[src/rtl/note_recorder.sv]
// -----------------------------------------------------------------------------
// note_recorder
//
// Records a short melody typed on four one-hot player keys. The raw keys are
// synchronised and debounced. A debounced 0000 -> nonzero transition, seen while
// armed, starts a note. The note is committed when the keys are released again.
// Multi-key presses (chords) are rejected and raise a sticky error flag.
//
// Ports
//   clk           in   system clock, rising edge
//   resetn        in   asynchronous active-low reset
//   start_record  in   one-cycle pulse, begins (or restarts) a recording
//   note_inputs   in   [3:0] raw asynchronous keys, 1 = pressed
//   max_length    in   [3:0] requested note count, 0 or >4 means 4
//   level_data    out  [15:0] recorded notes, first note in [15:12]
//   level_length  out  [3:0] notes stored so far
//   recording     out  high while a recording is in progress
//   done_record   out  one-cycle pulse when a recording completes
//   chord_error   out  sticky, set when a multi-key press is rejected
// -----------------------------------------------------------------------------
module note_recorder #(
  parameter int DEBOUNCE_CYCLES = 4,
  parameter int IDLE_TIMEOUT    = 64
) (
  input  logic        clk,
  input  logic        resetn,
  input  logic        start_record,
  input  logic [3:0]  note_inputs,
  input  logic [3:0]  max_length,
  output logic [15:0] level_data,
  output logic [3:0]  level_length,
  output logic        recording,
  output logic        done_record,
  output logic        chord_error
);

  localparam int DB_W = (DEBOUNCE_CYCLES < 2) ? 1 : $clog2(DEBOUNCE_CYCLES + 1);
  localparam int TO_W = (IDLE_TIMEOUT < 2) ? 1 : $clog2(IDLE_TIMEOUT + 1);

  typedef enum logic [2:0] {
    S_IDLE,
    S_ARMED,
    S_PRESSED,
    S_STORE,
    S_DONE
  } state_e;

  // ---------------------------------------------------------------------------
  // Synchroniser and debouncer
  // ---------------------------------------------------------------------------
  logic [3:0]      sync1_q, sync2_q;
  logic [3:0]      db_q, db_d;       // debounced keys
  logic [3:0]      track_q, track_d; // synced value currently being qualified
  logic [DB_W-1:0] cnt_q, cnt_d;     // consecutive samples of track_q seen

  // NOTE: every signal assigned in always_comb gets a default first, so no
  // path through the block can leave it unassigned and infer a latch.
  always_comb begin
    db_d    = db_q;
    track_d = track_q;
    cnt_d   = cnt_q;
    if (sync2_q == db_q) begin
      // Back at the accepted value: abandon any candidate change.
      track_d = db_q;
      cnt_d   = '0;
    end else if (sync2_q != track_q) begin
      // New candidate value; this sample is its first stable cycle.
      track_d = sync2_q;
      if (DEBOUNCE_CYCLES <= 1) begin
        db_d  = sync2_q;
        cnt_d = '0;
      end else begin
        cnt_d = DB_W'(1);
      end
    end else if (cnt_q >= DB_W'(DEBOUNCE_CYCLES - 1)) begin
      db_d  = sync2_q;
      cnt_d = '0;
    end else begin
      cnt_d = cnt_q + DB_W'(1);
    end
  end

  // NOTE: sequential state uses non-blocking assignments so every register
  // samples the pre-edge values, independent of statement order.
  always_ff @(posedge clk or negedge resetn) begin
    if (!resetn) begin
      sync1_q <= '0;
      sync2_q <= '0;
      db_q    <= '0;
      track_q <= '0;
      cnt_q   <= '0;
    end else begin
      sync1_q <= note_inputs;
      sync2_q <= sync1_q;
      db_q    <= db_d;
      track_q <= track_d;
      cnt_q   <= cnt_d;
    end
  end

  // ---------------------------------------------------------------------------
  // Recording FSM
  // ---------------------------------------------------------------------------
  state_e          state_q;
  logic [15:0]     data_q;
  logic [3:0]      len_q;
  logic [3:0]      max_len_q;
  logic [3:0]      note_q;
  logic            note_ok_q;
  logic [TO_W-1:0] timer_q;
  logic            rec_q;
  logic            done_q;
  logic            chord_q;

  logic [3:0] max_len_clamped;
  logic [3:0] store_len;
  logic       press_det;
  logic       release_det;

  function automatic logic is_one_hot(input logic [3:0] v);
    return (v != 4'd0) && ((v & (v - 4'd1)) == 4'd0);
  endfunction

  assign max_len_clamped = ((max_length == 4'd0) || (max_length > 4'd4)) ? 4'd4 : max_length;
  // Length after the STORE edge; a rejected chord leaves it unchanged.
  assign store_len       = len_q + {3'd0, note_ok_q};
  // The FSM reacts on the very edge the debounced value changes, so a press or
  // release is acted on one cycle earlier than waiting for db_q to settle.
  assign press_det       = (db_q == 4'd0) && (db_d != 4'd0);
  assign release_det     = (db_d == 4'd0);

  always_ff @(posedge clk or negedge resetn) begin
    if (!resetn) begin
      state_q   <= S_IDLE;
      data_q    <= '0;
      len_q     <= '0;
      max_len_q <= '0;
      note_q    <= '0;
      note_ok_q <= 1'b0;
      timer_q   <= '0;
      rec_q     <= 1'b0;
      done_q    <= 1'b0;
      chord_q   <= 1'b0;
    end else begin
      done_q <= 1'b0;
      if (start_record) begin
        // Start or restart: any partial recording is discarded silently.
        state_q   <= S_ARMED;
        data_q    <= '0;
        len_q     <= '0;
        max_len_q <= max_len_clamped;
        note_q    <= '0;
        note_ok_q <= 1'b0;
        timer_q   <= '0;
        rec_q     <= 1'b1;
        chord_q   <= 1'b0;
      end else begin
        case (state_q)
          S_IDLE: ;
          S_ARMED: begin
            if (press_det) begin
              note_q    <= db_d;
              note_ok_q <= is_one_hot(db_d);
              state_q   <= S_PRESSED;
            end else if (len_q != 4'd0) begin
              if (timer_q >= TO_W'(IDLE_TIMEOUT - 1)) begin
                state_q <= S_DONE;
                done_q  <= 1'b1;
                rec_q   <= 1'b0;
              end else begin
                timer_q <= timer_q + TO_W'(1);
              end
            end
          end
          S_PRESSED: begin
            if (release_det) begin
              state_q <= S_STORE;
            end else if (!is_one_hot(db_d)) begin
              note_ok_q <= 1'b0;
            end
          end
          S_STORE: begin
            if (note_ok_q) begin
              case (len_q)
                4'd0:    data_q[15:12] <= note_q;
                4'd1:    data_q[11:8]  <= note_q;
                4'd2:    data_q[7:4]   <= note_q;
                4'd3:    data_q[3:0]   <= note_q;
                default: ;
              endcase
              if (len_q < 4'd4) begin
                len_q <= store_len;
              end
            end else begin
              chord_q <= 1'b1;
            end
            if (store_len == max_len_q) begin
              state_q <= S_DONE;
              done_q  <= 1'b1;
              rec_q   <= 1'b0;
            end else begin
              state_q <= S_ARMED;
              timer_q <= '0;
            end
          end
          S_DONE:  state_q <= S_IDLE;
          default: state_q <= S_IDLE;
        endcase
      end
    end
  end

  assign level_data   = data_q;
  assign level_length = len_q;
  assign recording    = rec_q;
  assign done_record  = done_q;
  assign chord_error  = chord_q;

endmodule

[config.mk]
export PLATFORM = sky130hd
export DESIGN_NAME = note_recorder
export DESIGN_NICKNAME = d
export VERILOG_FILES = /design/src/rtl/note_recorder.sv
export SDC_FILE = /design/constraint.sdc
export NUM_CORES = 1
export LEC_CHECK = 0
export ABC_AREA = 1
export BUFFER_PORTS_ARGS = -buffer_cell sky130_fd_sc_hd__buf_2
export CAP_MARGIN = 15
export CELL_PAD_IN_SITES_DETAIL_PLACEMENT = 2
export CELL_PAD_IN_SITES_GLOBAL_PLACEMENT = 2
export CORE_MARGIN = 2
export CORE_UTILIZATION = 32
export CTS_CLUSTER_SIZE = 20
export DETAILED_ROUTE_END_ITERATION = 8
export GPL_ROUTABILITY_DRIVEN = 0
export MAX_ROUTING_LAYER = met4
export PLACE_DENSITY = 0.81
export RECOVER_POWER = 25
export SKIP_LAST_GASP = 1
export SYNTH_ARGS = -nofsm -noshare
export SYNTH_HDL_FRONTEND = slang
export SYNTH_SLANG_ARGS = --single-unit
export TNS_END_PERCENT = 1
[constraint.sdc]
create_clock -name clk -period 2.03 [get_ports clk]
set_clock_uncertainty 0.05 [all_clocks]
set_input_delay 0.406 -clock clk [delete_from_list [all_inputs] [get_ports clk]]
set_output_delay 0.406 -clock clk [all_outputs]
set_load 0.01 [all_outputs]
After elaboration in Yosys (flattened, before gate mapping)
Cells that the tools add are included.

Flip-flop bits (word level): 61. Latch bits: 0. Bits in writable memories: 0. ROM bits: 0. Output and inout bits: 23. Word-level logic and storage cells: 140. Memories: 0.

$add $sub $neg: 4. Multipliers: 0. Div/mod/pow operators: 0. Magnitude comparators: 4. Eq/ne operators: 23. Shifts and indexed selects: 0. Muxes and demuxes: 56. Bitwise logic cells: 1. Reduce and logical (&&, ||, !) cells: 34.

Operator list (number): 4-bit 2-to-1 mux (17); 16-bit 2-to-1 mux (3); 7-bit 2-to-1 mux (5); 3-bit != test, second input constant (10); 3-bit 2-to-1 mux (9); 4-bit zero test (5); 2-bit nonzero test (10); 1-bit 2-to-1 mux (17); 3-bit AND reduction (5); 7-bit one-hot mux with 2 select lines (1); 3-bit one-hot mux with 4 select lines (1); 5-bit AND reduction (2); 4-bit by 2-bit == test with 1-bit output, second input constant (2); 4-bit == test (2); 4-bit != test, second input constant (2); 4-bit AND reduction (2); 4-bit nonzero test (2); 7-bit by 1-bit adder with 7-bit output, second input constant (1); 7-bit by 6-bit >= comparator with 1-bit output, second input constant (1); 3-bit by 2-bit == test with 1-bit output, second input constant (2); 1-bit one-hot mux with 2 select lines (3); 3-bit nonzero test (2); 4-bit by 1-bit adder with 4-bit output (1); 4-bit AND (1); other kinds (13) (16).

Logic depth before layout (Yosys ltp)
Gate-level depths: netlist of run 1.

Depth after elaboration: 12. Gate-level depth with buffers: 17.

Least setup slack after synthesis of run 1
OpenSTA, ideal clock, no wires.

Kind: reg2reg. Start point: register len_q[0] (netlist: level_length[0]). End point: register timer_q[3]. Setup time: 0.118 ns. Arrival: 2.008 ns. Required time: 1.862 ns. Path slack: -0.147 ns. Cell stages (with the launch flop): 13. Path buffers: 1. Cells stage by stage: dfrtp_1 -> ha_1 -> ha_1 -> or2_2 -> nand4_1 -> nor2_1 -> nand2_1 -> nor2_1 -> o21ai_1 -> nand3_4 -> buf_6 -> nand2_2 -> o21ai_2.

Word-level cells in the longest chain between the ends: 4. Elaborated cells on any way between the ends: 6. Classes of those cells: add/sub: 1; eq/ne: 3; reduce/logical: 2.

RTL lines: start: declaration (line 106) `logic [3:0] len_q;`; start signal: assignment (line 192) `len_q <= store_len;`; 4-bit by 1-bit adder with 4-bit output (line 126) `assign store_len = len_q + {3'd0, note_ok_q};`; 4-bit == test (line 197) `if (store_len == max_len_q) begin`; 3-bit != test (no source line); 5-bit AND reduction (no source line) (*); end signal: assignment (line 171) `timer_q <= timer_q + TO_W'(1);`; end: declaration (line 110) `logic [TO_W-1:0] timer_q;`.

Every way passes the cells marked *; elsewhere a longest branch is shown, timed or not. A chain may end at the register's enable or synchronous reset.

Worst setup path in the final report of run 1
Start point: register cnt_q[0]. End point: register done_q (netlist: done_record).

Word-level cells in the longest chain between the ends: 9.

RTL lines: start: declaration (line 54) `logic [DB_W-1:0] cnt_q, cnt_d;`; start signal: assignment (line 97) `cnt_q <= cnt_d;`; 3-bit by 2-bit >= comparator with 1-bit output (line 75) `end else if (cnt_q >= DB_W'(DEBOUNCE_CYCLES - 1)) begin`; 4-bit 2-to-1 mux (line 75); 4-bit 2-to-1 mux (line 66) `end else if (sync2_q != track_q) begin`; 4-bit 2-to-1 mux (line 62) `if (sync2_q == db_q) begin`; named net db_d[1] (line 52) `logic [3:0] db_q, db_d;`; 4-bit nonzero test (line 129) `assign press_det = (db_q == 4'd0) && (db_d != 4'd0);`; 1-bit logical AND (line 129); 1-bit 2-to-1 mux (line 161) `if (press_det) begin`; 1-bit one-hot mux with 2 select lines (line 158) `case (state_q)`; 1-bit 2-to-1 mux (line 146) `if (start_record) begin`; end signal: assignment (line 142) `done_q <= 1'b0;`; end signal: assignment (line 145) `done_q <= 1'b0;`; end signal: assignment (line 168) `done_q <= 1'b1;`; end: declaration (line 112) `logic done_q;`.

The timed path passes the listed nets, and every way through them passes these cells.

==> metrics.md, run 1 <==
| Metric | Value |
|---|---|
| Status | `finished, violations left` |
| Failing checks | `negative setup slack` |
| M1 GR Usage | `0.2308` |
| CP required | `2.20 ns` |
| Avg Cell Area, Syn | `8.715 µm²` |
| Synth warn | `0` |
| Nets | `440` |
| Vias in the first global route | `3058` |
| Sequential cell area | `1528 µm²` |
| Worst reg-to-reg path cell count | `14` |
| Hold WC Path Type | `input port to flop` |
| GR Overflow Total | `0` |
| Area Overhead vs Synth | `30.95%` |
| Worst setup EP type | `flop` |
| Largest net degree at the start of global routing | `33` |
| Die H | `101.1 µm` |
| Flops & latches, synth | `61` |
| Lkg Pwr | `1.917 nW` |
| Share of layout cells above drive strength 1 | `0.3520` |
| Top Usage Layer GRT | `met2` |
| Max-Cap Viols | `0` |
| IO buf count | `33` |
| TritonCTS Buffers | `9` |
| First-pass GRT wire length | `15.68 mm` |
| Via count | `2692` |
| Post-synth cell types | `32` |
| Core ar. | `9196 µm²` |
| Fill cells | `1021` |
| WL final | `9.611 mm` |
| Met2 usage | `0.3591` |
| Slew margin rel. | `0.2959` |
| R2R Setup Slk | `-0.27 ns` |
| P per Cell Area | `1260 nW/µm²` |
| Seq/Total Area, Yosys | `0.5062` |
| Worst setup path category | `flop to flop` |
| Most frequent cells in the layout | `dfrtp_1, nand2_1, inv_1` |
| Sink Count | `61` |
| Max VDD drop | `496.3 µV` |
| Largest stage delay, worst path | `0.40 ns` |
| Clk root buf | `clkbuf_8` |
| Crit-path most repeated cell | `nand2_4` |
| Fin. Hold Viols | `0` |
| Final Instance Area | `3949 µm²` |
| TritonCTS clock tree | `built` |
| Die Outline Area | `10220 µm²` |
| Clock Latency Late Sink | `0.36 ns` |
| Final Util | `0.4294` |
| Slew Limit Fails | `0` |
| Worst r2r dst | `done_record` |
| # IOs | `34` |
| Setup crit start | `cnt_q[0]` |
| Critical path startpoint category | `flop` |
| Cells after Synth | `346` |
| Period utilisation layout | `1.134` |
| Post-Synthesis Cell Area | `3015 µm²` |
| ANT nets after route | `0` |
| Initial Utilization | `0.3279` |
| Die width | `101.1 µm` |
| H-tree Lvls | `3` |
| Slew @ Worst Pin | `1.056 ns` |
| Post-synthesis net count | `362` |
| Fmax | `434.4 MHz` |
| Drt initial violations | `65` |
| RSZ-0062 raised after global routing | `true` |
| Worst hold stages | `1` |
| Diode count | `0` |
| Cell chain of the critical path | `ha_2 -> ha_4 -> nor2_4 -> buf_4 -> nand3_1 -> nand2_1 -> nand3_2 -> nand2_4 -> nor2_4 -> nand2_4 -> nand2_4 -> buf_4 -> a21oi_1 -> nor3_2` |
| Minimum clock period | `2.302 ns` |
| Initial antenna violation count | `0` |
| Fin worst setup slack | `-0.2720 ns` |
| Final setup violation count | `20` |
| Most common cell after layout, fill and taps aside | `dfrtp_1` |
| Multi-input gate area | `1401 µm²` |
| Met3 global-route usage | `0.04300` |
| Clock slew at reported path FFs | `0.07 ns` |
| DPL Wire Length | `6.362 mm` |
| Drt via density | `4.985` |
| Slowest cell on crit path | `dfrtp_1` |
| Clock tree buffer depth | `2` |
| Residual DRC | `0` |
| Drt first pass iters | `4` |
| CP max FO | `5` |
| Worst r2r src | `cnt_q[0]` |
| Total GRT Usage | `0.2082` |
| Worst hold path startpoint | `note_inputs[2]` |
| WP data arrival | `2.47 ns` |
| Hold EP | `sync1_q[2]` |
| Row cnt | `35` |
| Area after DPL | `3592 µm²` |
| WL/cell | `17.80 µm` |
## per-stage QoR
stage | hold slack (ns) | TNS, ns | power (mW) | setup slack [ns] | cells
4_1_cts | 0.09275 | -2.565 | 4.924 | -0.2154 | 540
5_1_grt | 0.09418 | -7.125 | 5.308 | -0.4110 | 540
2_1_floorplan | 0.06041 | -0.1873 | 2.754 | -0.04493 | 346
3_3_place_gp | 0.2885 | -1.007 | 3.395 | -0.1819 | 515
6_report | 0.1093 | -3.705 | 4.977 | -0.2720 | 540
3_5_place_dp | 0.2888 | -2.826 | 3.539 | -0.3547 | 515
## cell type report
type,instances,share of cell area
clock buffer,9,0.03137
clock inverter,7,0.01901
inverter,50,0.04816
multi-input combinational,228,0.3549
sequential,61,0.3869
tap,111,0.03517
timing repair buffer,74,0.1245
## per-layer routing
metal | vias up | part of all wire | wire length, µm
met2 | 42 | 0.54 | 5208
met1 | 1367 | 0.40 | 3888
met3 | 21 | 0.026 | 250
met5 | - | 0 | 0
li1 | 1262 | - | -
met4 | 0 | 0.027 | 263
## synth_stat cells, drive strengths merged
master | count | share of area
nand2 | 73 | 0.12
dfrtp | 61 | 0.51
inv | 50 | 0.063
nor2 | 45 | 0.076
o21ai | 25 | 0.050
a21oi | 24 | 0.040
nand3 | 21 | 0.039
nor3 | 9 | 0.015
clkbuf | 5 | 0.0062
ha | 5 | 0.021
nand4 | 5 | 0.010
xor2 | 5 | 0.015
o22ai | 4 | 0.0083
xnor2 | 4 | 0.012
buf | 3 | 0.0071
or2 | 3 | 0.0062
a22oi | 1 | 0.0025
a31oi | 1 | 0.0021
nor3b | 1 | 0.0025
nor4 | 1 | 0.0021
## what timing repair did
item                                    CTS  global route
gates resized for setup                  12            13
hold endpoints to repair                 15             0
buffers inserted                          7             0
pin swaps                                13            10
cloned                                    1             0
hold buffers                              1             0
endpoints found under the setup margin   18            28
## state kept, by name, summed over array words and instances (netlist names)
signal        cells
track_q           4
sync1_q           4
note_ok_q         1
level_length      4
level_data       16
recording         1
note_q            4
cnt_q             3
done_record       1
sync2_q           4
state_q           3
timer_q           7
chord_error       1
max_len_q         4
db_q              4
## worst max-delay path: cells and delay by family (launching register included)
family / cells / cell delay, ns
buf+inv: 2 / 0.30
simple gates: 9 / 0.84
compound gates: 1 / 0.22
flops: 1 / 0.40
fa+ha+maj: 2 / 0.37
## kinds of logic after synthesis
family                   share of synthesized area
XOR/XNOR                                   0.02614
flip-flops                                  0.5062
buffers and inverters                      0.07635
adder cells (fa/ha/maj)                    0.02075
AND/OR/NAND/NOR                             0.2676
AO/OA/AOI/OAI                               0.1029
## worst max path at each step
stage,endpoint,slack (ns),depth (start not counted)
detailed placement,done_record,-0.35,14
finish,done_record,-0.27,14
global placement,done_record,-0.18,14
CTS,done_record,-0.22,14
floorplan,timer_q[3],-0.04,17
global route,done_record,-0.41,14
## where the power goes
part	internal (mW)	switching [mW]	leakage, nW
clock network	0.570	0.565	0.0918
registers	1.41	0.175	0.782
logic	0.923	1.33	1.04
(Power assumes the default switching activity.)
==> inputs of run 2 (changes only) <==
--- a/config.mk
+++ b/config.mk
@@ -10,6 +10,7 @@
 export CAP_MARGIN = 15
 export CELL_PAD_IN_SITES_DETAIL_PLACEMENT = 2
 export CELL_PAD_IN_SITES_GLOBAL_PLACEMENT = 2
+export CORE_ASPECT_RATIO = 2
 export CORE_MARGIN = 2
 export CORE_UTILIZATION = 32
 export CTS_CLUSTER_SIZE = 20
==> metrics.md, run 2 (synthesis gave the netlist of run 1 again) <==
| Metric | Value |
|---|---|
| Largest net degree at the start of global routing | `62` |
| Critical path startpoint category | `flop` |
| Area Overhead vs Synth | `32.03%` |
| Residual DRC | `0` |
| Minimum clock period | `2.256 ns` |
| CP max FO | `6` |
| WP data arrival | `2.43 ns` |
| WL final | `9.796 mm` |
| Clock Latency Late Sink | `0.34 ns` |
| Dpl cells | `511` |
| Max-Cap Viols | `1` |
| Row cnt | `50` |
| Combinational share of power | `0.419` |
| Drt first pass iters | `4` |
| Initial Utilization | `0.3257` |
| Internal power | `3.190 mW` |
| CP required | `2.20 ns` |
| Core ar. | `9259 µm²` |
| Die Outline Area | `10260 µm²` |
| Nets | `438` |
| Failing checks | `max-capacitance violations, max-slew violations, negative setup slack` |
| TritonCTS Buffers | `9` |
| Largest stage delay, worst path | `0.39 ns` |
| Worst hold slack | `0.1250 ns` |
| Slew @ Worst Pin | `1.581 ns` |
| Final Instance Area | `3981 µm²` |
| Fill cells | `1021` |
| Largest register FFs | `16` |
| H-tree Lvls | `3` |
| Cell chain of the critical path | `ha_2 -> ha_4 -> nor2_4 -> nand2_4 -> nand2_2 -> nand2_1 -> nand3_2 -> nand2_4 -> nor2_4 -> nand2_4 -> nand2_4 -> inv_4 -> nand2_4 -> nand3_1 -> o21ai_1 -> nand2_1` |
| Via count | `2680` |
| GR Overflow Total | `0` |
| Die H | `141.3 µm` |
| Slew Limit Fails | `62` |
| TritonCTS clock tree | `built` |
| Clock group share of total power | `0.279` |
| WL/cell | `18.45 µm` |
| Period utilisation layout | `1.111` |
| Final cell count without fillers | `531` |
| Clk root buf | `clkbuf_16` |
| Worst setup EP type | `flop` |
| Most frequent cells in the layout | `dfrtp_1, nand2_1, inv_1` |
| Crit-path most repeated cell | `nand2_4` |
| RSZ-0062 raised after global routing | `true` |
| Fin worst setup slack | `-0.2262 ns` |
| Overall power | `5.262 mW` |
| ANT nets after route | `0` |
| Sink Count | `61` |
| Total GRT Usage | `0.2186` |
| Max VDD drop | `497.3 µV` |
| Share of layout cells above drive strength 1 | `0.3607` |
| Setup TNS Final | `-3.163 ns` |
| Clock tree buffer depth | `2` |
| Slowest cell on crit path | `dfrtp_1` |
| Fin. Hold Viols | `0` |
| IO buf count | `33` |
| Sw power | `2.072 mW` |
| Slew margin rel. | `-0.05386` |
| Fmax | `443.2 MHz` |
| Diode count | `0` |
| Drt initial violations | `88` |
| Clock slew at reported path FFs | `0.05 ns` |
| DPL Wire Length | `7.057 mm` |
| Area after DPL | `3606 µm²` |
| Final Util | `0.4300` |
| Place WS | `-0.2836 ns` |
| Die width | `72.64 µm` |
| Drt via density | `5.047` |
| # IOs | `34` |
| Vias in the first global route | `3177` |
| Worst setup path category | `flop to flop` |
| Lkg Pwr | `1.963 nW` |
| Most common cell after layout, fill and taps aside | `dfrtp_1` |
| Seq pwr share | `0.302` |
| Hold_buf cts | `0` |
| Sw frac | `0.3938` |
| Status | `finished, violations left` |
| Hold WC Path Type | `input port to flop` |
| Final setup violation count | `17` |
| Initial antenna violation count | `0` |
| First-pass GRT wire length | `16.26 mm` |
| P per Cell Area | `1322 nW/µm²` |
run 2: cell type report:
cell class	count	area, µm²	area share
Sequential cell	61	1528	0.3837
Multi-Input combinational cell	228	1394	0.3501
Timing Repair Buffer	72	455.4	0.1144
Clock buffer	10	239.0	0.06003
Inverter	50	190.2	0.04777
Tap cell	104	130.1	0.03268
Clock inverter	6	45.04	0.01131
run 2: critical path: cells and delay by family, from the launching register on:
kind,cells,cell delay (ns)
simple gates,12,1.12
flops,1,0.39
buf+inv,1,0.05
compound gates,1,0.14
fa+ha+maj,2,0.37
run 2: timing repair:
item,in CTS,in global routing
buffers inserted,2,1
cloned,1,0
gates resized for setup,14,6
pin swaps,8,2
hold endpoints to repair,0,0
endpoints found under the setup margin,17,24
run 2: power groups by stage:
| stage | clock network, mW | registers, mW | logic [mW] |
|---|---|---|---|
| after floorplan | 0 | 1.61 | 1.15 |
| after global placement | 0 | 1.59 | 1.89 |
| after detailed placement | 0 | 1.60 | 2.00 |
| after CTS | 1.49 | 1.59 | 2.18 |
| after global routing | 1.54 | 1.62 | 2.42 |
| final | 1.47 | 1.59 | 2.20 |
run 2: path summary, 6_finish.rpt:
path	start	to	slack (ns)	depth (start not counted)
max	cnt_q[0]	recording	-0.23	16
min	note_inputs[3]	sync1_q[3]	0.12	1
max reg2reg	cnt_q[0]	recording	-0.23	16
min reg2reg	sync1_q[3]	sync2_q[3]	0.30	0
max in group asynchronous	resetn	level_length[0]	0.38	2
min in group asynchronous	resetn	sync2_q[2]	0.49	2
run 2: per-layer routing:
layer  track usage  vias to the layer above  wire [µm]
met5             -                        -          0
li1              -                     1258          -
met3       0.04332                       24        205
met2        0.4139                       40       5868
met4        0.1043                        0        407
met1        0.1987                     1358       3315
